**src/rtl/mod_sub_serial.sv**
```systemverilog
// Nibble-serial modular subtractor: diff = (a - b) mod Q, one 4-bit lookahead
// slice per cycle, valid/ready handshakes on both the operand and result sides.
module mod_sub_serial #(
    parameter int WIDTH = 16,
    parameter int Q     = 12289
) (
    input  logic             clk,
    input  logic             rst_n,
    input  logic             in_valid,
    output logic             in_ready,
    input  logic [WIDTH-1:0] a,
    input  logic [WIDTH-1:0] b,
    output logic             out_valid,
    input  logic             out_ready,
    output logic [WIDTH-1:0] diff,
    output logic             borrow
);

    localparam int NIB = WIDTH / 4;
    localparam int CW  = (NIB > 1) ? $clog2(NIB) : 1;
    localparam logic [WIDTH-1:0] QV   = WIDTH'(Q);
    localparam logic [CW-1:0]    LAST = CW'(NIB - 1);

    typedef enum logic [1:0] {IDLE, SUB, CORR, DONE} state_t;

    state_t           state_q, state_d;
    logic [WIDTH-1:0] a_q, a_d;
    logic [WIDTH-1:0] b_q, b_d;
    logic [WIDTH-1:0] res_q, res_d;
    logic [WIDTH-1:0] diff_q, diff_d;
    logic [CW-1:0]    cnt_q, cnt_d;
    logic             carry_q, carry_d;
    logic             borrow_q, borrow_d;
    logic             borrow_out_q, borrow_out_d;

    logic [4:0]       sum;
    logic [WIDTH-1:0] q_sh;

    // 4-bit carry-lookahead adder slice; returns {carry_out, sum[3:0]}.
    function automatic logic [4:0] cla4(input logic [3:0] x, input logic [3:0] y,
                                        input logic cin);
        logic [3:0] g, p;
        logic [4:0] c;
        g    = x & y;
        p    = x ^ y;
        c[0] = cin;
        c[1] = g[0] | (p[0] & cin);
        c[2] = g[1] | (p[1] & g[0]) | (p[1] & p[0] & cin);
        c[3] = g[2] | (p[2] & g[1]) | (p[2] & p[1] & g[0]) | (p[2] & p[1] & p[0] & cin);
        c[4] = g[3] | (p[3] & g[2]) | (p[3] & p[2] & g[1]) | (p[3] & p[2] & p[1] & g[0])
             | (p[3] & p[2] & p[1] & p[0] & cin);
        return {c[4], p ^ c[3:0]};
    endfunction

    assign in_ready  = (state_q == IDLE);
    assign out_valid = (state_q == DONE);
    assign diff      = diff_q;
    assign borrow    = borrow_out_q;

    always_comb begin
        state_d      = state_q;
        a_d          = a_q;
        b_d          = b_q;
        res_d        = res_q;
        diff_d       = diff_q;
        cnt_d        = cnt_q;
        carry_d      = carry_q;
        borrow_d     = borrow_q;
        borrow_out_d = borrow_out_q;
        sum          = '0;
        q_sh         = QV >> {cnt_q, 2'b00};

        case (state_q)
            IDLE: begin
                if (in_valid) begin
                    a_d     = a;
                    b_d     = ~b;
                    carry_d = 1'b1;
                    cnt_d   = '0;
                    state_d = SUB;
                end
            end
            SUB: begin
                sum     = cla4(a_q[3:0], b_q[3:0], carry_q);
                a_d     = a_q >> 4;
                b_d     = b_q >> 4;
                res_d   = WIDTH'({sum[3:0], res_q} >> 4);
                carry_d = sum[4];
                cnt_d   = cnt_q + 1'b1;
                if (cnt_q == LAST) begin
                    // No carry out of a + ~b + 1 means a < b.
                    borrow_d = ~sum[4];
                    carry_d  = 1'b0;
                    cnt_d    = '0;
                    state_d  = CORR;
                end
            end
            CORR: begin
                sum     = cla4(res_q[3:0], borrow_q ? q_sh[3:0] : 4'h0, carry_q);
                res_d   = WIDTH'({sum[3:0], res_q} >> 4);
                carry_d = sum[4];
                cnt_d   = cnt_q + 1'b1;
                if (cnt_q == LAST) begin
                    diff_d       = res_d;
                    borrow_out_d = borrow_q;
                    carry_d      = 1'b0;
                    cnt_d        = '0;
                    state_d      = DONE;
                end
            end
            DONE: begin
                if (out_ready) state_d = IDLE;
            end
            default: state_d = IDLE;
        endcase
    end

    always_ff @(posedge clk or negedge rst_n) begin
        if (!rst_n) begin
            state_q      <= IDLE;
            a_q          <= '0;
            b_q          <= '0;
            res_q        <= '0;
            diff_q       <= '0;
            cnt_q        <= '0;
            carry_q      <= 1'b0;
            borrow_q     <= 1'b0;
            borrow_out_q <= 1'b0;
        end else begin
            state_q      <= state_d;
            a_q          <= a_d;
            b_q          <= b_d;
            res_q        <= res_d;
            diff_q       <= diff_d;
            cnt_q        <= cnt_d;
            carry_q      <= carry_d;
            borrow_q     <= borrow_d;
            borrow_out_q <= borrow_out_d;
        end
    end

endmodule

```
**config.mk**
```make
export PLATFORM = sky130hd
export DESIGN_NAME = mod_sub_serial
export DESIGN_NICKNAME = d
export VERILOG_FILES = /design/src/rtl/mod_sub_serial.sv
export SDC_FILE = /design/constraint.sdc
export NUM_CORES = 1
export LEC_CHECK = 0
export BUFFER_PORTS_ARGS = -buffer_cell sky130_fd_sc_hd__buf_2
export CAP_MARGIN = 20
export CELL_PAD_IN_SITES_DETAIL_PLACEMENT = 2
export CELL_PAD_IN_SITES_GLOBAL_PLACEMENT = 2
export CORE_ASPECT_RATIO = 1.25
export CORE_UTILIZATION = 36
export DETAILED_ROUTE_END_ITERATION = 7
export GPL_TIMING_DRIVEN = 1
export PLACE_DENSITY_LB_ADDON = 0.1
export SLEW_MARGIN = 20
export SYNTH_ARGS = -nofsm -noshare
export SYNTH_HDL_FRONTEND = slang
export SYNTH_SLANG_ARGS = --single-unit
```
**constraint.sdc**
```tcl
create_clock -name clk -period 2.8 [get_ports clk]
set_input_delay 0.28 -clock clk [delete_from_list [all_inputs] [get_ports clk]]
set_output_delay 0.28 -clock clk [all_outputs]
set_load 0.05 [all_outputs]
```
### After elaboration in Yosys (flattened, before gate mapping)

Cells that the tools add are included.

| storage, ports and cells | value |
|---|---|
| register bits | 71 |
| input bits | 36 |
| output and inout port bits | 19 |
| logic and storage cells | 109 |

| operators by class | value |
|---|---|
| add/sub/neg operators | 1 |
| equal/unequal tests | 8 |
| shifts and indexed selects | 1 |
| mux-type cells | 18 |
| bitwise operators | 60 |
| reduce and logical (&&, ||, !) cells | 12 |

Operators by type and width:

| operator | number |
|---|---|
| 16-bit one-hot mux with 2 select lines | 3 |
| 1-bit bitwise AND | 32 |
| 16-bit two-way mux | 2 |
| 1-bit OR | 20 |
| 16-bit NOT | 1 |
| 4-bit bitwise XOR | 4 |
| 14-bit by 4-bit >> shifter with 4-bit output (first input constant) | 1 |
| 2-bit two-way mux | 6 |
| 2-bit AND reduction | 5 |
| 4-bit bitwise AND | 2 |
| 2-bit one-hot mux with 4 select lines | 1 |
| 2-bit == test (second input constant) | 3 |
| 2-bit inequality test (second input constant) | 3 |
| 2-bit nonzero test | 3 |
| 4-bit two-way mux | 1 |
| 2-bit one-hot mux with 2 select lines | 1 |
| 4-bit AND reduction | 1 |
| 1-bit two-way mux | 3 |
| 1-bit one-hot mux with 3 select lines | 1 |
| 3-bit nonzero test | 1 |
| 2-bit by 1-bit adder with 2-bit output (second input constant) | 1 |
| 2-bit by 1-bit == test with 1-bit output (second input constant) | 1 |
| 2-bit logical NOT | 1 |
| 2-bit by 1-bit inequality test with 1-bit output (second input constant) | 1 |
| 2 further kinds | 2 |

### Longest topological paths before layout

Gate-level depths: netlist of run 1.

| depth | value |
|---|---|
| depth in word-level cells | 10 |
| depth in mapped cells | 8 |
| mapped depth without buffers | 7 |

### Least setup slack after synthesis of run 1

Ideal clock, no wire load.

| path | value |
|---|---|
| path kind | register to register |
| from | reg cnt_q[0] |
| to | reg res_q[15] |
| setup time | 0.126 ns |
| arrival time | 2.010 ns |
| required time | 2.674 ns |
| path slack | 0.664 ns |
| cell stages (with the launch flop) | 8 |
| buffers on the path | 0 |
| clock period less this slack | 2.136 ns |
| path through | dfrtp_1 > ha_1 > nor2b_1 > ha_1 > a211oi_2 > nor3b_2 > mux2_4 > a221o_1 |

| between the ends | value |
|---|---|
| cells in the longest elaborated chain, start to end | 9 |
| elaborated cells between the ends (all ways) | 14 |
| classes of those cells | shift: 1; mux: 2; bitwise: 11 |

Ends and longest elaborated chain:

| item | RTL line | text |
|---|---|---|
| from (decl) | 31 | `logic [CW-1:0] cnt_q, cnt_d;` |
| from (signal assigned) | 135 | `cnt_q <= cnt_d;` |
| 14-bit by 4-bit >> shifter with 4-bit output * | 71 | `q_sh = QV >> {cnt_q, 2'b00};` |
| 4-bit two-way mux * | 99 | `sum = cla4(res_q[3:0], borrow_q ? q_sh[3:0] : 4'h0, carry_q);` |
| 4-bit bitwise XOR or 4-bit bitwise AND (tied branches) | 45, 44 |  |
| 1-bit bitwise AND | 49 | `c[3] = g[2] \| (p[2] & g[1]) \| (p[2] & p[1] & g[0]) \| (p[2] & p[1] & p[0] & cin);` |
| 1-bit OR or 1-bit bitwise AND (tied branches) (2 in a row) | 49 |  |
| 1-bit OR | 49 |  |
| 4-bit bitwise XOR * | 52 | `return {c[4], p ^ c[3:0]};` |
| 16-bit one-hot mux with 2 select lines * | 73 | `case (state_q)` |
| to (signal assigned) | 133 | `res_q <= res_d;` |
| to (decl) | 29 | `logic [WIDTH-1:0] res_q, res_d;` |

Mark *: on every way between the ends. The rest lies on a longest branch, timed or not. The select of a mux whose other input is x is not followed.
A chain may end at the register's enable or synchronous reset.

### Worst setup path in the final report of run 1

Same ends and word-level chain as after synthesis.

==> impl_metrics.ini, run 1 <==
[status]
outcome = finished, final reports clean

[synthesis]
synth_cell_types = 38
syn_area_per_cell_sq_um = 10.6
synth_compound_area_share_pct = 13.4
synth_top_family_by_area = multiplexers
seq_area_frac_synth_pct = 52.3
synth_nets = 371
synthXorXnorAreaFrac_pct = 1.03
synth-simple-area-share_pct = 10.9
synth_fa_ha_area_share_pct = 5.60
synth_area_leaders = dfrtp_1 52%, mux2_2 8.6%, a21oi_1 6.9%, nor2_1 5.5%, ha_1 4.4%
syn_area_sq_mm = 0.00340
synthDominantCellAreaShare_pct = 52.3
synth_mux_area_share_pct = 13.5
yosysWarnings = 0
ys_ff_latch = 71
synth_top_area_cell = dfrtp_1
synth_cells = 321

[floorplan]
core_sq_mm = 0.00917
ioPinCount = 55
die_w_um = 88.9
dieHeight_um = 111
dieArea_sq_mm = 0.00983
start_util_pct = 37.0
rows = 39

[worst_hold_path]
worst_hold_path_type = in -> reg
hold_depth = 3
min_to = a_q[11]
hp-start = a[11]

[cts]
clockBufferDepth = 2
numCtsBuffers = 9
post_cts_buffers = 0
cts.sinks = 71
ctsHtreeMaxLevel = 3
cts_tree = done
clk_latency_ns = 0.33
path_clk_slew_ns = 0.06
cts.root.buffer_cell = clkbuf_16

[cells_and_area]
area_growth_syn_to_layout_pct = 20.6
fin_nets = 426
regArea_sq_mm = 0.00178
fillCellCount = 1023
fin_area_sq_mm = 0.00410
multi_input_area_sq_mm = 0.00152
drive_above_1_share_pct = 27.4
final_util_pct = 44.6
antenna_cells = 0

[global_route]
overflow = 0
groute.usage.overall_pct = 19.3
antenna_found_initial = 0
grt_start_max_net_pins = 72
grt_pass1_vias = 2796
grt_first_pass_wirelength_um = 14100

[route]
final_antenna_net_count = 0
num_vias = 2564
drc = 0
vias_per_cell = 5.11
wl_um = 8440
first_pass_iters = 4
routedWlPerCell_um = 16.8
drtIter0Drc = 49

[timing]
post-route-min-period_ns = 2.31
setup_slack_ns = 0.486
drv_slew = 0
tns_ns = 0
layout_worst_path_cycle_share_pct = 82.7
fin_skew_ns = 0.00485
fmax_ghz = 0.432
rsz0062_at_grt = false
hold_viol_final = 0
tightestPinTransition_ns = 0.534
maxSlewHeadroom_pct = 64.4
finalSetupViolCount = 0

[setup_path]
rr_worst_depth = 7
reg2reg_to = res_q[15]
r2r_setup_slack_ns = 0.49
critPathArrivalTime_ns = 2.53
cp_max_fo = 4
setup.worst_path.class = reg -> reg
required_ns = 3.02
cp-end-kind = flip-flop
crit_start = cnt_q[0]
rr_startpoint = cnt_q[0]
start_kind = flip-flop

[power]
irDropWorstVdd_v = 0.000579
p_per_area_mw_per_mm2 = 1520
p_leak_nw = 1.86

[job]
maxCapViolCount = 0

[placement]
routabilityCongestion = 0.751
dpl.hpwl_um = 5660
io_buffer_count = 54
placed_area_sq_mm = 0.00380
pre_cts_ws_ns = 0.501
synthesized netlist by cell type:
| library cell | n |
|---|---|
| a211o_1 | 1 |
| a211oi_1 | 1 |
| a211oi_2 | 1 |
| a21o_2 | 1 |
| a21oi_1 | 47 |
| a221o_1 | 2 |
| a22oi_1 | 1 |
| a311oi_1 | 1 |
| a32o_1 | 1 |
| a32oi_1 | 1 |
| and2_1 | 1 |
| and3_1 | 7 |
| buf_2 | 14 |
| clkbuf_1 | 3 |
| clkbuf_2 | 1 |
| clkinv_1 | 1 |
| dfrtp_1 | 71 |
| fa_1 | 2 |
| ha_1 | 12 |
| inv_1 | 5 |
| mux2_2 | 26 |
| mux2_4 | 1 |
| mux2i_1 | 15 |
| nand2_1 | 20 |
| nand2b_1 | 2 |
| nor2_1 | 50 |
| nor2b_1 | 2 |
| nor3_1 | 1 |
| nor3b_1 | 2 |
| nor3b_2 | 1 |
| o211ai_1 | 2 |
| o21a_1 | 1 |
| o21ai_0 | 17 |
| o21ai_1 | 1 |
| o221ai_1 | 1 |
| o31ai_1 | 1 |
| xnor2_1 | 3 |
| xor2_1 | 1 |
cells in the final DEF, fill, tap and decap left out, types with 2 or more instances in the layout:
cell type / instances
dfrtp_1: 71
buf_2: 54
nor2_1: 50
a21oi_1: 47
mux2_2: 26
nand2_1: 20
o21ai_0: 17
mux2i_1: 15
ha_1: 11
clkbuf_16: 9
and3_1: 7
buf_4: 6
inv_1: 5
xnor2_1: 3
clkbuf_1: 3
nor2b_1: 2
nand2b_1: 2
o211ai_1: 2
a221o_1: 2
nor3b_1: 2
fa_1: 2
sequential cells by signal (all words and copies together) (netlist names):
name / flops
a_q: 16
b_q: 16
diff: 16
res_q: 16
cnt_q: 2
state_q: 2
borrow: 1
borrow_q: 1
carry_q: 1
repair_timing:
item | CTS | global route
setup endpoints to repair | 0 | 0
gates resized for setup | 0 | 0
hold buffers | 1 | 0
endpoints found under the hold margin | 71 | 0
stage by stage:
stage,cells,power [mW],hold slack (ns)
3_3_place_gp,487,4.99,0.346
3_5_place_dp,487,5.14,0.342
4_1_cts,502,6.35,0.244
5_1_grt,502,6.71,0.261
2_1_floorplan,321,4.30,-0.0156
6_report,502,6.24,0.252
critical path, cell delays in order (launching register included):
cell and delay, ns:
dfrtp_1 0.41, ha_1 0.33, nor2b_1 0.21, ha_1 0.28, a211oi_2 0.30, nor3b_2 0.12
mux2_4 0.31, a221o_1 0.25
layer usage:
metal	vias to the layer above	GRT usage, %	wire (um)
met5	-	0	0
met4	0	8.06	153
met3	11	3.74	245
met2	42	33.5	4470
met1	1288	22.8	3580
li1	1223	-	-
kinds of logic after synthesis:
family / count (synthesis)
simple gates: 86
compound gates: 80
flops: 71
mux: 42
buf+inv: 24
fa+ha+maj: 14
xor+xnor: 4
worst max path at each step:
stage | end | cells past startpoint | slack, ns
after detailed placement | res_q[15] | 7 | 0.50
after CTS | res_q[15] | 7 | 0.47
final | res_q[15] | 7 | 0.49
after global placement | res_q[15] | 7 | 0.58
after global routing | res_q[15] | 7 | 0.37
after floorplan | res_q[15] | 7 | 0.66
where the power goes:
group	leakage (nW)	internal, mW	switching, mW
Clock	0.136	0.705	0.405
Combinational	0.886	1.22	1.94
Sequential	0.836	1.57	0.393
Total	1.86	3.50	2.74
final cells by class:
cell class / count / area share (%)
repair buffers: 62 / 8.43
flip-flops and latches: 71 / 43.4
well taps: 123 / 3.76
inverters: 6 / 0.550
clock inverters: 1 / 0.733
clock buffers: 13 / 6.11
multi-input cells: 226 / 37.0
Power figures use the tool's default switching activity.
==> run 2: changes to the inputs <==
- clock period: 2.8 -> 2.25 ns (I/O delays scaled with it)
==> impl_metrics.ini, run 2 (synthesis gave the netlist of run 1 again) <==
[cts]
cts.sinks = 71
clk_latency_ns = 0.34
cts_tree = done
clockBufferDepth = 2
path_clk_slew_ns = 0.06
numCtsBuffers = 9
cts.root.buffer_cell = clkbuf_16
ctsHtreeMaxLevel = 3

[setup_path]
rr_startpoint = cnt_q[0]
start_kind = flip-flop
critPathArrivalTime_ns = 2.40
r2r_setup_slack_ns = 0.07
reg2reg_to = res_q[15]
cp-end-kind = flip-flop
required_ns = 2.47
cp_max_fo = 3
rr_worst_depth = 7
setup.worst_path.class = reg -> reg

[global_route]
grt_start_max_net_pins = 50
groute.usage.overall_pct = 20.0
overflow = 0
grt_first_pass_wirelength_um = 14600
antenna_found_initial = 0
grt_pass1_vias = 2912

[timing]
hold_viol_final = 0
maxSlewHeadroom_pct = 61.8
fmax_ghz = 0.458
finalSetupViolCount = 0
fin_skew_ns = 0.00490
tightestPinTransition_ns = 0.573
layout_worst_path_cycle_share_pct = 97.0
drv_slew = 0
post-route-min-period_ns = 2.18

[floorplan]
die_w_um = 88.9
rows = 39
core_sq_mm = 0.00917
ioPinCount = 55
start_util_pct = 37.0
dieHeight_um = 111
dieArea_sq_mm = 0.00983

[route]
final_antenna_net_count = 0
routedWlPerCell_um = 17.2
num_vias = 2599
first_pass_iters = 4
vias_per_cell = 5.12
wl_um = 8720
drc = 0
drtIter0Drc = 74

[status]
outcome = finished, final reports clean

[worst_hold_path]
worst_hold_path_type = in -> reg
hold_depth = 3
min_to = a_q[4]
hp-start = a[4]

[cells_and_area]
antenna_cells = 0
drive_above_1_share_pct = 29.9
final_util_pct = 46.0
final_common_cell = dfrtp_1
fin_nets = 430
most-common-layout-cells = 71 x dfrtp_1, 54 x buf_2, 50 x nor2_1
stdcell_count = 508
area_growth_syn_to_layout_pct = 24.2

[job]
maxCapViolCount = 0

[power]
clock_power_share_pct = 19.4
power_mw = 8.12
power.share.sequential_pct = 30.0
p_leak_nw = 1.91
combPwrFrac_pct = 50.6
p_sw_share_pct = 43.1
irDropWorstVdd_v = 0.000584
p_int_mw = 4.62
p_per_area_mw_per_mm2 = 1930
p_sw_mw = 3.50

[placement]
dpl.hpwl_um = 6110
dp.cells = 490
io_buffer_count = 54
routabilityCongestion = 0.687
-- run 2: changes by cell type in the layout (fill, tap and decap cells not counted), sizes merged --
cell / previous run / this run
buf: 61 / 65
clkbuf: 13 / 11
clkinvlp: 0 / 2
bufinv: 1 / 2
clkinv: 1 / 2
-- run 2: worst max-delay path: stages, from the launching register on --
cell and delay, ns:
dfrtp_1 0.42, ha_4 0.19, and2_1 0.15, ha_1 0.31, nor2_1 0.08, nor3b_2 0.32
mux2_4 0.34, a221o_1 0.26
-- run 2: area by class of cell --
type | count | area (sq um)
multi-input cells | 226 | 1530
flip-flops and latches | 71 | 1780
clock inverters | 5 | 80.1
inverters | 6 | 22.5
clock buffers | 11 | 253
fillers | 1010 | 4960
well taps | 123 | 154
repair buffers | 66 | 400
-- run 2: routing by layer --
layer / part of all wire (%) / global-route usage, %
met5: 0 / 0
met4: 2.3 / 10.2
met3: 2.7 / 3.14
met2: 54 / 34.9
met1: 41 / 23.0
-- run 2: stage by stage --
stage	cell area (sq um)	setup slack, ns	hold slack, ns	TNS [ns]
2_1_floorplan	3400	0.114	-0.0706	0
3_3_place_gp	3850	0.0556	0.258	0
3_5_place_dp	3850	-0.00391	0.260	-0.00391
4_1_cts	4200	0.0323	0.186	0
5_1_grt	4220	-0.0174	0.213	-0.0174
6_report	4220	0.0672	0.193	0
-- run 2: timing repair --
item / CTS / global route
hold buffers: 1 / 0
endpoints found under the hold margin: 22 / 0
pin swaps: 0 / 2
buffers inserted: 0 / 1
endpoints found under the setup margin: 1 / 1
resized for setup: 1 / 1
-- run 2: worst max-delay path by stage --
stage / from / end / depth (start not counted)
CTS: cnt_q[0] / res_q[15] / 7
floorplan: cnt_q[0] / res_q[15] / 7
finish: cnt_q[0] / res_q[15] / 7
global route: cnt_q[0] / res_q[15] / 7
detailed placement: cnt_q[0] / res_q[15] / 7
global placement: cnt_q[0] / res_q[15] / 7
-- run 2: power by group through the flow --
stage | Combinational, mW | Sequential (mW) | Clock, mW
after global routing | 4.55 | 2.53 | 1.66
after floorplan | 2.51 | 2.85 | 0
after detailed placement | 4.06 | 2.47 | 0
after CTS | 4.14 | 2.45 | 1.61
after global placement | 3.88 | 2.42 | 0
final | 4.11 | 2.44 | 1.58
==> run 3: changes to the inputs <==
- ABC_AREA: default -> 1
- CORE_UTILIZATION: 36 -> 34
- REMOVE_ABC_BUFFERS: default -> 1
==> impl_metrics.ini, run 3 <==
[floorplan]
die_w_um = 90.6
rows = 40
ioPinCount = 55
dieArea_sq_mm = 0.0102
dieHeight_um = 113
core_sq_mm = 0.00956
start_util_pct = 34.9

[synthesis]
seq_area_frac_synth_pct = 53.3
synth_area_leaders = dfrtp_1 53%, nand2_1 11%, o21ai_0 7.1%, ha_1 4.5%, nor2_1 4.1%
yosysMostFrequentCell = nand2_1
ys_ff_latch = 71
yosysWarnings = 0
synthDominantCellAreaShare_pct = 53.3
synth.top_cells.by_count = 96 x nand2_1, 71 x dfrtp_1, 47 x o21ai_0
syn_area_per_cell_sq_um = 8.71
synthArstFlopShare_pct = 100
synth_cells = 383
syn_area_sq_mm = 0.00334
synth_top_area_cell = dfrtp_1
ys.flop_type = dfrtp_1
synth_edf_count = 0
synth_cell_types = 26

[job]
maxCapViolCount = 0

[cts]
cts_tree = done
ctsResizeCount = 0
clockBufferDepth = 2
cts.sinks = 71
numCtsBuffers = 9
path_clk_slew_ns = 0.06
post_cts_buffers = 0
clk_latency_ns = 0.34
cts.root.buffer_cell = clkbuf_16
ctsHtreeMaxLevel = 3

[power]
clock_power_share_pct = 19.8
combPwrFrac_pct = 49.6
p_leak_nw = 2.03
irDropWorstVdd_v = 0.000621
p_per_area_mw_per_mm2 = 1830
power_mw = 7.46
power.share.sequential_pct = 30.6
p_sw_share_pct = 45.6
p_sw_mw = 3.40
p_int_mw = 4.06

[timing]
whs_ns = 0.133
post-route-min-period_ns = 2.04
tightestPinTransition_ns = 0.678
drv_slew = 0
rsz0062_at_grt = false
layout_worst_path_cycle_share_pct = 90.6
maxSlewHeadroom_pct = 54.6
finalSetupViolCount = 0
fin_skew_ns = 0.00714
setup_slack_ns = 0.212
fmax_ghz = 0.491
hold_viol_final = 0

[setup_path]
path_common_cell = nand2_1
r2r_setup_slack_ns = 0.21
rr_worst_depth = 11
cpPeakStageDelay_ns = 0.39
required_ns = 2.48
crit_chain = ha_1 -> nor2_1 -> ha_1 -> nand2_1 -> nand2_1 -> nand2_1 -> nand2_1 -> nand2_1 -> nor2_1 -> o21ai_0 -> nand2_1
rr_startpoint = cnt_q[0]
crit_slowest_cell = dfrtp_1
cp-end-kind = flip-flop
setup.worst_path.class = reg -> reg
cp_max_fo = 3
critPathArrivalTime_ns = 2.26
start_kind = flip-flop
reg2reg_to = res_q[14]

[route]
routedWlPerCell_um = 14.8
final_antenna_net_count = 0
drc = 0
vias_per_cell = 4.93
first_pass_iters = 4
drtIter0Drc = 74
num_vias = 2809
wl_um = 8410

[global_route]
grt_first_pass_wirelength_um = 14600
overflow = 0
grt_pass1_vias = 3022
antenna_found_initial = 0
grt_start_max_net_pins = 43
groute.usage.overall_pct = 18.6

[worst_hold_path]
hold_depth = 3
min_to = a_q[15]
worst_hold_path_type = in -> reg
hp-start = a[15]

[cells_and_area]
fin_nets = 489
final_util_pct = 42.6
area_growth_syn_to_layout_pct = 22.1
drive_above_1_share_pct = 19.8
final_common_cell = nand2_1
most-common-layout-cells = 96 x nand2_1, 71 x dfrtp_1, 53 x buf_2
antenna_cells = 0

[placement]
io_buffer_count = 54
dpl.hpwl_um = 5780
routabilityCongestion = 0.727
pre_cts_ws_ns = 0.226

[status]
outcome = finished, final reports clean
[run 3: kinds of logic after synthesis]
kind of cell	share of synthesized area, %
AND/OR/NAND/NOR	17.7
AO/OA/AOI/OAI	13.4
flip-flops	53.3
buffers and inverters	7.09
adder cells (fa/ha/maj)	5.70
multiplexers	2.36
XOR/XNOR	0.525
[run 3: final cells by class]
class	count	area [sq um]
Fill cell	1110	5490
Sequential cell	71	1780
Multi-Input combinational cell	257	1330
Timing Repair Buffer	64	363
Clock buffer	13	270
Tap cell	126	158
Inverter	36	135
Clock inverter	3	40.0
[run 3: power groups by stage]
stage,logic (mW),registers [mW],clock network (mW)
floorplan,2.19,2.68,0
global placement,3.56,2.27,0
detailed placement,3.72,2.32,0
CTS,3.80,2.30,1.52
global route,4.24,2.37,1.58
finish,3.70,2.29,1.48
[run 3: worst max path at each step]
stage / start / end / slack [ns] / depth (start not counted)
after floorplan: state_q[1] / b_q[12] / -0.82 / 5
after global placement: state_q[0] / a_q[0] / 0.35 / 6
after detailed placement: state_q[0] / a_q[1] / 0.23 / 6
after CTS: cnt_q[0] / res_q[14] / 0.15 / 11
after global routing: state_q[0] / a_q[0] / 0.03 / 6
final: cnt_q[0] / res_q[14] / 0.21 / 11
[run 3: critical path: cells and delay by family, from the launching register on]
family	cells	cell delay [ns]
AO/OA/AOI/OAI	1	0.19
adder cells (fa/ha/maj)	2	0.62
AND/OR/NAND/NOR	8	0.71
flip-flops	1	0.39
[run 3: metal layers]
metal | wire length, um | share of wire [%] | track usage [%]
met1 | 3470 | 41 | 20.6
met2 | 4550 | 54 | 33.5
met3 | 267 | 3.2 | 4.91
met4 | 119 | 1.4 | 7.42
met5 | 0 | 0 | 0
[run 3: per-stage QoR]
step | instances | setup TNS [ns] | instance area, sq um
2_1_floorplan | 364 | -20.25 | 3230
3_5_place_dp | 553 | 0 | 3750
5_1_grt | 570 | 0 | 4070
4_1_cts | 570 | 0 | 4070
3_3_place_gp | 553 | 0 | 3750
6_report | 570 | 0 | 4070
[run 3: what timing repair did]
item / CTS / global route
hold endpoints to repair: 29 / 0
setup endpoints to repair: 0 / 0
hold buffers: 1 / 0
